**config.mk**
```make
export PLATFORM = sky130hd
export DESIGN_NAME = slow_clock_monitor_flat
export DESIGN_NICKNAME = d
export VERILOG_FILES = /design/src/rtl/slow_clock_monitor_if.sv /design/src/rtl/slow_clock_monitor.sv /design/src/flat_wrapper.sv
export SDC_FILE = /design/constraint.sdc
export NUM_CORES = 1
export LEC_CHECK = 0
export ABC_CLOCK_PERIOD_IN_PS = 1990
export BUFFER_PORTS_ARGS = -buffer_cell sky130_fd_sc_hd__clkbuf_2
export CAP_MARGIN = 20
export CORE_UTILIZATION = 30
export CTS_CLUSTER_SIZE = 12
export DETAILED_ROUTE_END_ITERATION = 8
export HOLD_SLACK_MARGIN = 0.03
export PLACE_DENSITY = 0.5
export RECOVER_POWER = 50
export SETUP_SLACK_MARGIN = 0.15
export SLEW_MARGIN = 5
export SYNTH_ARGS = -nofsm -noshare
export SYNTH_HDL_FRONTEND = slang
export SYNTH_SLANG_ARGS = --single-unit
```
**constraint.sdc**
```tcl
create_clock -name clk -period 1.99 [get_ports clk]
set_input_delay 0.0995 -clock clk [delete_from_list [all_inputs] [get_ports clk]]
set_output_delay 0.0995 -clock clk [all_outputs]
set_load 0.005 [all_outputs]
```
**src/rtl/slow_clock_monitor_if.sv**
```systemverilog
// Divided-clock monitor bus: the slow clock/strobe in, edge enables and period/stall status out.
// master = divider/consumer side, slave = the monitor itself.
interface slow_clock_monitor_if #(
   parameter int CW = 24
);
   logic          slow_in;
   logic          rise_tick;
   logic          fall_tick;
   logic [CW-1:0] period;
   logic          period_valid;
   logic          stalled;
   logic [15:0]   rise_count;

   modport master (
      output slow_in,
      input  rise_tick, fall_tick, period, period_valid, stalled, rise_count
   );

   modport slave (
      input  slow_in,
      output rise_tick, fall_tick, period, period_valid, stalled, rise_count
   );
endinterface

```
**src/rtl/slow_clock_monitor.sv**
```systemverilog
// Turns a divided clock/strobe into clk-domain enables, measures its period and detects stalls.
// Define SLOW_CLOCK_MONITOR_FALL_TICK_EN to generate the falling-edge enable (fall_tick).
module slow_clock_monitor #(
   parameter int SYNC_STAGES = 2,
   parameter int CW          = 24,
   parameter int TIMEOUT     = 10_000_000
) (
   input  logic                clk,
   input  logic                reset,
   slow_clock_monitor_if.slave bus
);

   typedef enum logic [1:0] {IDLE, RUN, STALL} state_t;

   localparam logic [CW-1:0] CNT_MAX   = '1;
   localparam logic [CW-1:0] TIMEOUT_C = CW'(TIMEOUT);

   function automatic logic [CW-1:0] sat_inc(input logic [CW-1:0] v);
      return (v == CNT_MAX) ? v : v + CW'(1);
   endfunction

   logic [SYNC_STAGES-1:0] sync_p0;
   logic                   prev_p1;
   logic                   sync;
   logic                   rise;
   logic [CW-1:0]          cnt;
   state_t                 state;

   assign sync = sync_p0[SYNC_STAGES-1];
   assign rise = sync & ~prev_p1;

   // Synchroniser + edge detect feed a single control FSM; all outputs are flops.
   always_ff @(posedge clk) begin
      if (reset) begin
         sync_p0          <= '0;
         prev_p1          <= 1'b0;
         cnt              <= '0;
         state            <= IDLE;
         bus.rise_tick    <= 1'b0;
         bus.period       <= '0;
         bus.period_valid <= 1'b0;
         bus.stalled      <= 1'b0;
         bus.rise_count   <= '0;
      end else begin
         sync_p0       <= {sync_p0[SYNC_STAGES-2:0], bus.slow_in};
         prev_p1       <= sync;
         bus.rise_tick <= rise;

         if (rise) begin
            cnt            <= CW'(1);
            bus.rise_count <= bus.rise_count + 16'd1;
         end else begin
            cnt <= sat_inc(cnt);
         end

         case (state)
            IDLE: begin
               if (rise)
                  state <= RUN;
            end
            RUN: begin
               // A rise landing on the timeout cycle is a valid measurement, not a stall.
               if (rise) begin
                  bus.period       <= cnt;
                  bus.period_valid <= 1'b1;
               end else if (cnt == TIMEOUT_C) begin
                  state            <= STALL;
                  bus.stalled      <= 1'b1;
                  bus.period_valid <= 1'b0;
               end
            end
            STALL: begin
               // First rise after a stall only re-arms the period counter.
               if (rise) begin
                  state       <= RUN;
                  bus.stalled <= 1'b0;
               end
            end
            default: state <= IDLE;
         endcase
      end
   end

`ifdef SLOW_CLOCK_MONITOR_FALL_TICK_EN
   logic fall;
   assign fall = ~sync & prev_p1;

   always_ff @(posedge clk) begin
      if (reset)
         bus.fall_tick <= 1'b0;
      else
         bus.fall_tick <= fall;
   end
`else
   assign bus.fall_tick = 1'b0;
`endif

endmodule

```
**src/flat_wrapper.sv**
```systemverilog
// flat-port wrapper written by rule: the top's interface ports become plain ports
module slow_clock_monitor_flat 
#(
   parameter int SYNC_STAGES = 2,
   parameter int CW          = 24,
   parameter int TIMEOUT     = 10_000_000
)
  (clk, reset, bus_slow_in, bus_rise_tick, bus_fall_tick, bus_period, bus_period_valid, bus_stalled, bus_rise_count);
  slow_clock_monitor_if #(.CW(CW)) bus_i ();
  input  logic clk;
  input  logic reset;
  input wire logic [$bits(bus_i.slow_in)-1:0] bus_slow_in;
  output wire logic [$bits(bus_i.rise_tick)-1:0] bus_rise_tick;
  output wire logic [$bits(bus_i.fall_tick)-1:0] bus_fall_tick;
  output wire logic [$bits(bus_i.period)-1:0] bus_period;
  output wire logic [$bits(bus_i.period_valid)-1:0] bus_period_valid;
  output wire logic [$bits(bus_i.stalled)-1:0] bus_stalled;
  output wire logic [$bits(bus_i.rise_count)-1:0] bus_rise_count;
  assign bus_i.slow_in = bus_slow_in;
  assign bus_rise_tick = bus_i.rise_tick;
  assign bus_fall_tick = bus_i.fall_tick;
  assign bus_period = bus_i.period;
  assign bus_period_valid = bus_i.period_valid;
  assign bus_stalled = bus_i.stalled;
  assign bus_rise_count = bus_i.rise_count;
  slow_clock_monitor #(.SYNC_STAGES(SYNC_STAGES), .CW(CW), .TIMEOUT(TIMEOUT)) u_core (.clk(clk), .reset(reset), .bus(bus_i));
endmodule
```
======== Yosys cells after proc, flatten, opt, wreduce, memory -nomap -nowiden ========
Index checks and enable logic that the tools add are counted.
cells by class
  $add $sub $neg .......................... 2
  equality and inequality tests ........... 9
  muxes and demuxes ....................... 12
  bitwise gates (word level) .............. 2
  reduce and logical (&&, ||, !) cells .... 9
operators with widths
  kind                                                                      count
  24-bit equality test (second input constant)                              2
  24-bit by 1-bit adder with 24-bit output (second input constant)          1
  16-bit by 1-bit adder with 16-bit output (second input constant)          1
  2-bit by 1-bit inequality test with 1-bit output (second input constant)  4
  1-bit 2-to-1 mux                                                          7
  2-bit 2-to-1 mux                                                          3
  2-bit case mux with 2 select lines                                        1
  2-bit AND reduction                                                       2
  4-bit AND reduction                                                       1
  2-bit nonzero test                                                        2
  2-bit OR reduction                                                        2
  3-bit AND reduction                                                       1
  2-bit by 1-bit equality test with 1-bit output (second input constant)    1
  2-bit equality test (second input constant)                               1
  2-bit logical NOT                                                         1
  2-bit inequality test (second input constant)                             1
  1-bit case mux with 2 select lines                                        1
  1-bit bitwise AND                                                         1
  1-bit NOT                                                                 1
storage, ports and cells
  bits in registers ....................... 72
  input bits .............................. 3
  output and inout bits ................... 44
  logic and storage cells ................. 44

======== Depth between registers and ports, before layout ========
Gate-level depths: netlist (run 1).
  depth after elaboration ................. 4
  mapped depth ............................ 8
  depth with buffers taken out ............ 6

======== Worst setup path after synthesis (run 1) ========
Ideal clock, no wire load.
  path type ............................... register -> register
  start point ............................. reg u_core.cnt[0]
  end point ............................... reg u_core.cnt[17]
  setup time .............................. 0.072 ns
  arrival ................................. 1.743 ns
  path slack .............................. 0.175 ns
  stages on the path, launching flop included .. 9
  path buffers ............................ 3
  cells stage by stage .................... dfxtp_1 -> ha_1 -> and4_1 -> buf_2 -> and3_1 -> buf_2 -> buf_6 -> a211oi_1 -> mux2i_1
on the way
  word-level cells in the longest chain between the ends .. 1
  elaborated cells on any way between the ends .. 2
  those cells by class .................... 1 x add/sub; 1 x eq/ne
ends and longest elaborated chain
  element                                                                                  line                      source
  from (decl)                                                                              slow_clock_monitor.sv:26  logic [CW-1:0] cnt;
  from (signal assigned)                                                                   slow_clock_monitor.sv:53  cnt <= sat_inc(cnt);
  24-bit by 1-bit adder with 24-bit output / 24-bit equality test (equally long branches)  slow_clock_monitor.sv:19  return (v == CNT_MAX) ? v : v + CW'(1);
Several ways; a longest one is shown, not always the timed one.
A chain may end at the register's enable or synchronous reset.

======== Worst setup path after layout (run 1) ========
  start point ............................. reg u_core.cnt[1]
  end point ............................... reg u_core.cnt[20]
Same word-level chain as after synthesis.

==> flow_summary.yaml, run 1 <==
logic_synthesis:
  synth-xor-area-share: 0.0296
  synth_ff_type: "dfxtp_1"
  synthCells: 385
  synthArstFlopShare: 0
  synthSimpleGateAreaFrac: 0.274
  synth_nets: 391
  ys_types: 50
  synth_top_family_by_area: "simple AND/OR/NAND/NOR gates"
  ys_seq_elements: 72
  synth_area_sq_mm: 0.00326
  synth_edf_count: 0
  synthDominantCellAreaShare: 0.443
  synthAdderAreaFrac: 0.0115
  yosysTopAreaCell: "dfxtp_1"
  synth_warnings: 0
  ys_top_cells_by_area: "dfxtp_1 44%, nand2_1 8.4%, a21oi_1 6.0%"
  avgSynthCellArea_sq_um: 8.46
  synthMuxAreaShare: 0.0373
  synth_compound_area_frac: 0.153
  ys_seq_area_frac: 0.443
critical_path:
  cp-start-kind: "flip-flop"
  cp_cell_sequence: "ha_2 -> and4_2 -> nand3_4 -> or4_1 -> a21oi_1"
  cp.required_ns: 2.26
  worstPathArrival_ns: 2.04
  path_class: "reg -> reg"
  slowest_stage: "or4_1"
  r2r_setup_slack_ns: 0.22
  cp_max_fo: 11
  critPathMaxStageDelay_ns: 0.53
  cp-end-kind: "flip-flop"
power:
  p_leak_nw: 1.38
  irDropWorstVdd_mv: 0.251
  power.density_mw_per_mm2: 707
sta:
  fin_skew_ns: 0.0156
  clock.fmax_ghz: 0.565
  min_period_ns: 1.77
  slew_viol_final: 0
  timing.final.crit_share: 0.890
  worst_pin_slew_ns: 0.624
  tns_ns: 0
  finalHoldViolCount: 0
  slew_headroom: 0.584
  rsz0062_at_grt: "true"
  finalSetupViolCount: 0
grt:
  grt_pass1_vias: 2688
  grt_max_degree: 39
  grtUsageMet1: 0.217
  track_usage: 0.154
  grt_pass1_wl_um: 13800
  use_met2: 0.227
  grt-ovfl-total: 0
  grt_antenna_before_repair: 0
  gr-usage-met3: 0.0331
  grt.busiest_layer: "met2"
clock_network:
  cts_buffers: 9
  htreeDepth: 3
  cts_tree: "built"
  clkLatencyLatePin_ns: 0.35
  cts-root-buf: "clkbuf_8"
  cts_buffer_depth: 2
  clock_sinks: 72
  clk_pin_slew_ns: 0.09
route:
  drt_iter0_drc: 98
  num_vias: 2929
  drt-wirelength-per-cell_um: 14.2
  drc: 0
  drtAntennaViolNets: 0
  drt-pass1-iter-count: 4
  viasPerCell: 5.02
  postRouteWirelength_um: 8310
run_status:
  status: "complete, no violations"
placed_design:
  gp_congestion: 0.794
  hpwl_um: 5650
  dpl.cell_count: 562
  portBuffers: 45
final_layout:
  final_cells: 583
  syn_to_final_growth_pct: 20.7
  fillCellCount: 1109
  diodes: 0
  drive_above_1_share: 0.192
  multi_input_area_sq_mm: 0.00166
  layout.nets: 448
  layout.area.seq_sq_mm: 0.00144
flow_run:
  drv_cap: 0
floorplanning:
  die_x_um: 106
  dieHeight_um: 106
  die-area_sq_mm: 0.0113
  core-area_sq_mm: 0.0104
  fp-row-count: 37
  ios: 47
  initial_core_util: 0.313
worst_hold_path:
  hold_path_class: "in -> reg"
critical path: cells and delay by family, from the launching register on:
family,cells,cell delay [ns]
adder cells (fa/ha/maj),1,0.21
AO/OA/AOI/OAI,1,0.14
AND/OR/NAND/NOR,3,0.99
flip-flops,1,0.37
cell families (layout without fill, tap and decap cells):
logic type / count (synthesis) / in the layout
XOR/XNOR: 11 / 11
other: 1 / 1
buffers and inverters: 34 / 96
AO/OA/AOI/OAI: 78 / 78
multiplexers: 12 / 12
AND/OR/NAND/NOR: 174 / 174
adder cells (fa/ha/maj): 3 / 3
flip-flops: 72 / 72
worst paths after layout:
| kind | from | to | cells past startpoint |
|---|---|---|---|
| hold / removal | reset | u_core.bus.rise_count[2] | 3 |
| hold reg to reg | u_core.sync_p0[0] | u_core.sync_p0[1] | 1 |
| setup / recovery | u_core.cnt[1] | u_core.cnt[20] | 5 |
| setup reg to reg | u_core.cnt[1] | u_core.cnt[20] | 5 |
flip-flops by register name, summed over array words and instances, names as in the netlist, 2 cells and up:
register,count
u_core.bus.rise_count,16
u_core.bus.period,24
u_core.cnt,24
u_core.state,2
u_core.sync_p0,2
synthesized netlist by cell type (all sizes together) (3+ instances only):
library cell / count
o211ai: 3
nand4: 9
and4: 6
nand2b: 5
o41ai: 3
dfxtp: 72
nand4b: 3
a21oi: 39
clkbuf: 19
or3: 15
nand2: 74
or4: 4
ha: 3
nor2b: 5
a211oi: 7
nor2: 18
nand3: 15
and3: 5
nor3: 4
xnor2: 9
inv: 5
mux2i: 11
buf: 10
a2111o: 4
nor4: 7
o31ai: 3
o21ai: 11
cells in the final DEF, fill, tap and decap left out, drive strengths merged, types with 3 or more instances in the layout:
cell type | Yosys | layout
or3 | 15 | 15
o21ai | 11 | 11
nand4 | 9 | 9
and3 | 5 | 5
nor4 | 7 | 7
ha | 3 | 3
xnor2 | 9 | 9
nor2 | 18 | 18
o31ai | 3 | 3
clkbuf | 19 | 59
mux2i | 11 | 11
nand2b | 5 | 5
a211oi | 7 | 7
and4 | 6 | 6
inv | 5 | 7
nor2b | 5 | 5
dfxtp | 72 | 72
nand2 | 74 | 74
nand4b | 3 | 3
nor3 | 4 | 4
o211ai | 3 | 3
buf | 10 | 26
or4 | 4 | 4
a2111o | 4 | 4
nand3 | 15 | 15
a21oi | 39 | 39
o41ai | 3 | 3
through the flow:
step	hold slack [ns]	cell area (sq um)	setup slack [ns]	power, mW	utilization
finish	0.234	3930	0.219	2.78	0.377
global route	0.245	3930	0.127	2.89	0.377
CTS	0.214	3950	0.155	2.81	0.379
detailed placement	0.316	3710	0.0866	1.60	0.356
global placement	0.312	3710	0.117	1.60	0.356
floorplan	0.228	3260	0.175	1.56	-
layout make-up:
| type | count | area share |
|---|---|---|
| multi-input cells | 279 | 0.422 |
| flip-flops and latches | 72 | 0.367 |
| repair buffers | 75 | 0.111 |
| well taps | 136 | 0.0433 |
| clock buffers | 11 | 0.0360 |
| clock inverters | 5 | 0.0162 |
| inverters | 5 | 0.00478 |
what timing repair did:
| action | 4_1_cts | 5_1_grt |
|---|---|---|
| resized for setup | 2 | 3 |
| buffers inserted | 3 | 1 |
| hold buffers | 1 | 0 |
| pin swaps | 0 | 1 |
| endpoints found under the setup margin | 4 | 21 |
| endpoints found under the hold margin | 1 | 0 |
metal layers:
layer  vias up  part of all wire
met3         7             0.029
met5         -                 0
met4         0             0.012
met2        49              0.44
li1       1489                 -
met1      1384              0.52
where the power goes:
group | internal [mW] | switching [mW]
clock | 0.626 | 0.588
combinational | 0.0342 | 0.0683
sequential | 1.45 | 0.0103
No activity file was read; power rests on OpenSTA's default activity.
==> run 2, diff against run 1 <==
--- a/config.mk
+++ b/config.mk
@@ -8,6 +8,7 @@
 export ABC_CLOCK_PERIOD_IN_PS = 1990
 export BUFFER_PORTS_ARGS = -buffer_cell sky130_fd_sc_hd__clkbuf_2
 export CAP_MARGIN = 20
+export CORE_MARGIN = 2
 export CORE_UTILIZATION = 30
 export CTS_CLUSTER_SIZE = 12
 export DETAILED_ROUTE_END_ITERATION = 8
==> run 2 against run 1 <==
Sequential power hardly changed. Critical path depth stayed put. Flip-flop and latch count stayed put. Final cell count is 0.69% higher. Die area is 3.8% higher. Sequential share of layout area is 0.23 points lower. Register-to-register slack hardly changed. Via count is 0.31% lower. Utilization is 0.76 points lower. Clock skew is 0.0024 ns lower. Hold slack worse by 0.065 ns. Clock power is 8% higher.
==> flow_summary.yaml, run 2 (same netlist as run 1, synthesis figures left out) <==
route:
  drc: 0
  drt-wirelength-per-cell_um: 13.7
  wl_met1_um: 4070
  highest_layer: "met4"
  postRouteWirelength_um: 8070
  viasPerCell: 4.97
  num_vias: 2920
  wl_met2_um: 3510
  drt_iter0_drc: 143
  drtAntennaViolNets: 0
  met3WireLength_um: 334
  drt-pass1-iter-count: 4
critical_path:
  worstPathArrival_ns: 2.04
  r2r-end: "u_core.cnt[20]"
  cp_cell_sequence: "ha_2 -> and4_4 -> nand3_4 -> or4_1 -> a21oi_1"
  worst-path-buf-inv: 0
  cp-end-kind: "flip-flop"
  r2r-start: "u_core.cnt[1]"
  cp.required_ns: 2.27
  crit_family: "simple AND/OR/NAND/NOR gates"
  path_class: "reg -> reg"
  cp-start-kind: "flip-flop"
  critPathMaxStageDelay_ns: 0.53
  cp_max_fo: 13
  r2r_setup_slack_ns: 0.23
  reg2reg_depth: 5
  slowest_stage: "or4_1"
grt:
  track_usage: 0.147
  grt_max_degree: 47
  grt_antenna_before_repair: 0
  grt_pass1_wl_um: 13600
  grt_pass1_vias: 2692
  grt-ovfl-total: 0
sta:
  fin_skew_ns: 0.0132
  finalHoldViolCount: 0
  whs_ns: 0.169
  slew_headroom: 0.609
  worst_pin_slew_ns: 0.586
  timing.final.crit_share: 0.884
  slew_viol_final: 0
  finalSetupViolCount: 0
  fin_ws_ns: 0.231
  clock.fmax_ghz: 0.568
  tns_ns: 0
  min_period_ns: 1.76
  rsz0062_at_grt: "true"
placed_design:
  gp_congestion: 0.819
  pre_cts_slack_ns: 0.0153
  portBuffers: 45
  hpwl_um: 5440
floorplanning:
  fp-row-count: 38
  core-area_sq_mm: 0.0107
  die_x_um: 108
  ios: 47
  dieHeight_um: 108
  die-area_sq_mm: 0.0117
  initial_core_util: 0.304
clock_network:
  cts_tree: "built"
  cts_buffers: 9
  htreeDepth: 3
  clkLatencyLatePin_ns: 0.35
  cts-root-buf: "clkbuf_8"
  clock_sinks: 72
  clk_pin_slew_ns: 0.09
  cts_buffer_depth: 2
final_layout:
  multi_input_area_sq_mm: 0.00167
  final_cell_mix: "73 x nand2_1, 70 x dfxtp_1, 39 x a21oi_1"
  reg_top3: "u_core.bus.period (24), u_core.cnt (24), u_core.bus.rise_count (16)"
  layout.area.seq_sq_mm: 0.00144
  syn_to_final_growth_pct: 21.4
  fillCellCount: 1160
  diodes: 0
  layout.nets: 448
  drive_above_1_share: 0.192
  final_common_cell: "nand2_1"
power:
  power_frac_comb: 0.035
  p_sw_mw: 0.669
  power.density_mw_per_mm2: 726
  seqPwrFrac: 0.509
  p_clk_frac: 0.456
  sw_frac_of_total: 0.233
  p_leak_nw: 1.37
  internal-power_mw: 2.20
  power_mw: 2.87
  irDropWorstVdd_mv: 0.353
run_status:
  status: "complete, no violations"
worst_hold_path:
  hold_path_class: "in -> reg"
  hold_start: "reset"
  hold_end: "u_core.bus.rise_count[3]"
  whs_path_depth: 3
flow_run:
  drv_cap: 0
run 2: cell types whose count changed in the layout (fill, tap and decap cells not counted), sizes merged:
cell / previous run / this run
buf: 26 / 27
bufinv: 1 / 2
clkbuf: 59 / 56
clkinv: 1 / 2
run 2: power by group through the flow:
| stage | clock network [mW] | logic, mW | registers (mW) |
|---|---|---|---|
| 2_1_floorplan | 0 | 0.0698 | 1.49 |
| 3_3_place_gp | 0 | 0.101 | 1.49 |
| 3_5_place_dp | 0 | 0.102 | 1.49 |
| 4_1_cts | 1.36 | 0.104 | 1.46 |
| 5_1_grt | 1.42 | 0.116 | 1.46 |
| 6_report | 1.31 | 0.101 | 1.46 |
run 2: metal layers:
| layer | track usage | up-vias |
|---|---|---|
| li1 | - | 1494 |
| met2 | 0.222 | 52 |
| met4 | 0.0595 | 0 |
| met1 | 0.202 | 1361 |
| met3 | 0.0325 | 13 |
| met5 | 0 | - |
run 2: area by class of cell:
cell class                      instances  area share
Clock buffer                            9      0.0313
Multi-Input combinational cell        279       0.422
Timing Repair Buffer                   75       0.107
Inverter                                5     0.00475
Sequential cell                        72       0.365
Clock inverter                          7      0.0259
Tap cell                              140      0.0443
run 2: worst max path at each step:
stage / from / endpoint / slack (ns) / depth (start not counted)
after global routing: u_core.cnt[0] / u_core.cnt[14] / 0.10 / 5
after global placement: u_core.cnt[1] / u_core.cnt[20] / 0.08 / 5
after floorplan: u_core.cnt[0] / u_core.cnt[17] / 0.18 / 8
after CTS: u_core.cnt[1] / u_core.cnt[20] / 0.16 / 5
after detailed placement: u_core.cnt[1] / u_core.cnt[20] / 0.02 / 5
final: u_core.cnt[1] / u_core.cnt[20] / 0.23 / 5
run 2: worst reg2reg max path: cells and delay by family, from the launching register on:
| kind | cells | cell delay [ns] |
|---|---|---|
| fa+ha+maj | 1 | 0.22 |
| simple gates | 3 | 0.96 |
| compound gates | 1 | 0.14 |
| flops | 1 | 0.37 |
run 2: what timing repair did:
item,4_1_cts,5_1_grt
gates resized for setup,3,6
hold endpoints to repair,1,0
buffers inserted,4,1
pin swaps,0,1
setup endpoints to repair,7,15
hold buffers,1,0
run 2: per-stage QoR:
step | area [sq um] | cells | util
floorplan | 3260 | 385 | -
global placement | 3690 | 565 | 0.345
detailed placement | 3690 | 565 | 0.345
CTS | 3970 | 586 | 0.371
global route | 3960 | 587 | 0.370
finish | 3960 | 587 | 0.370
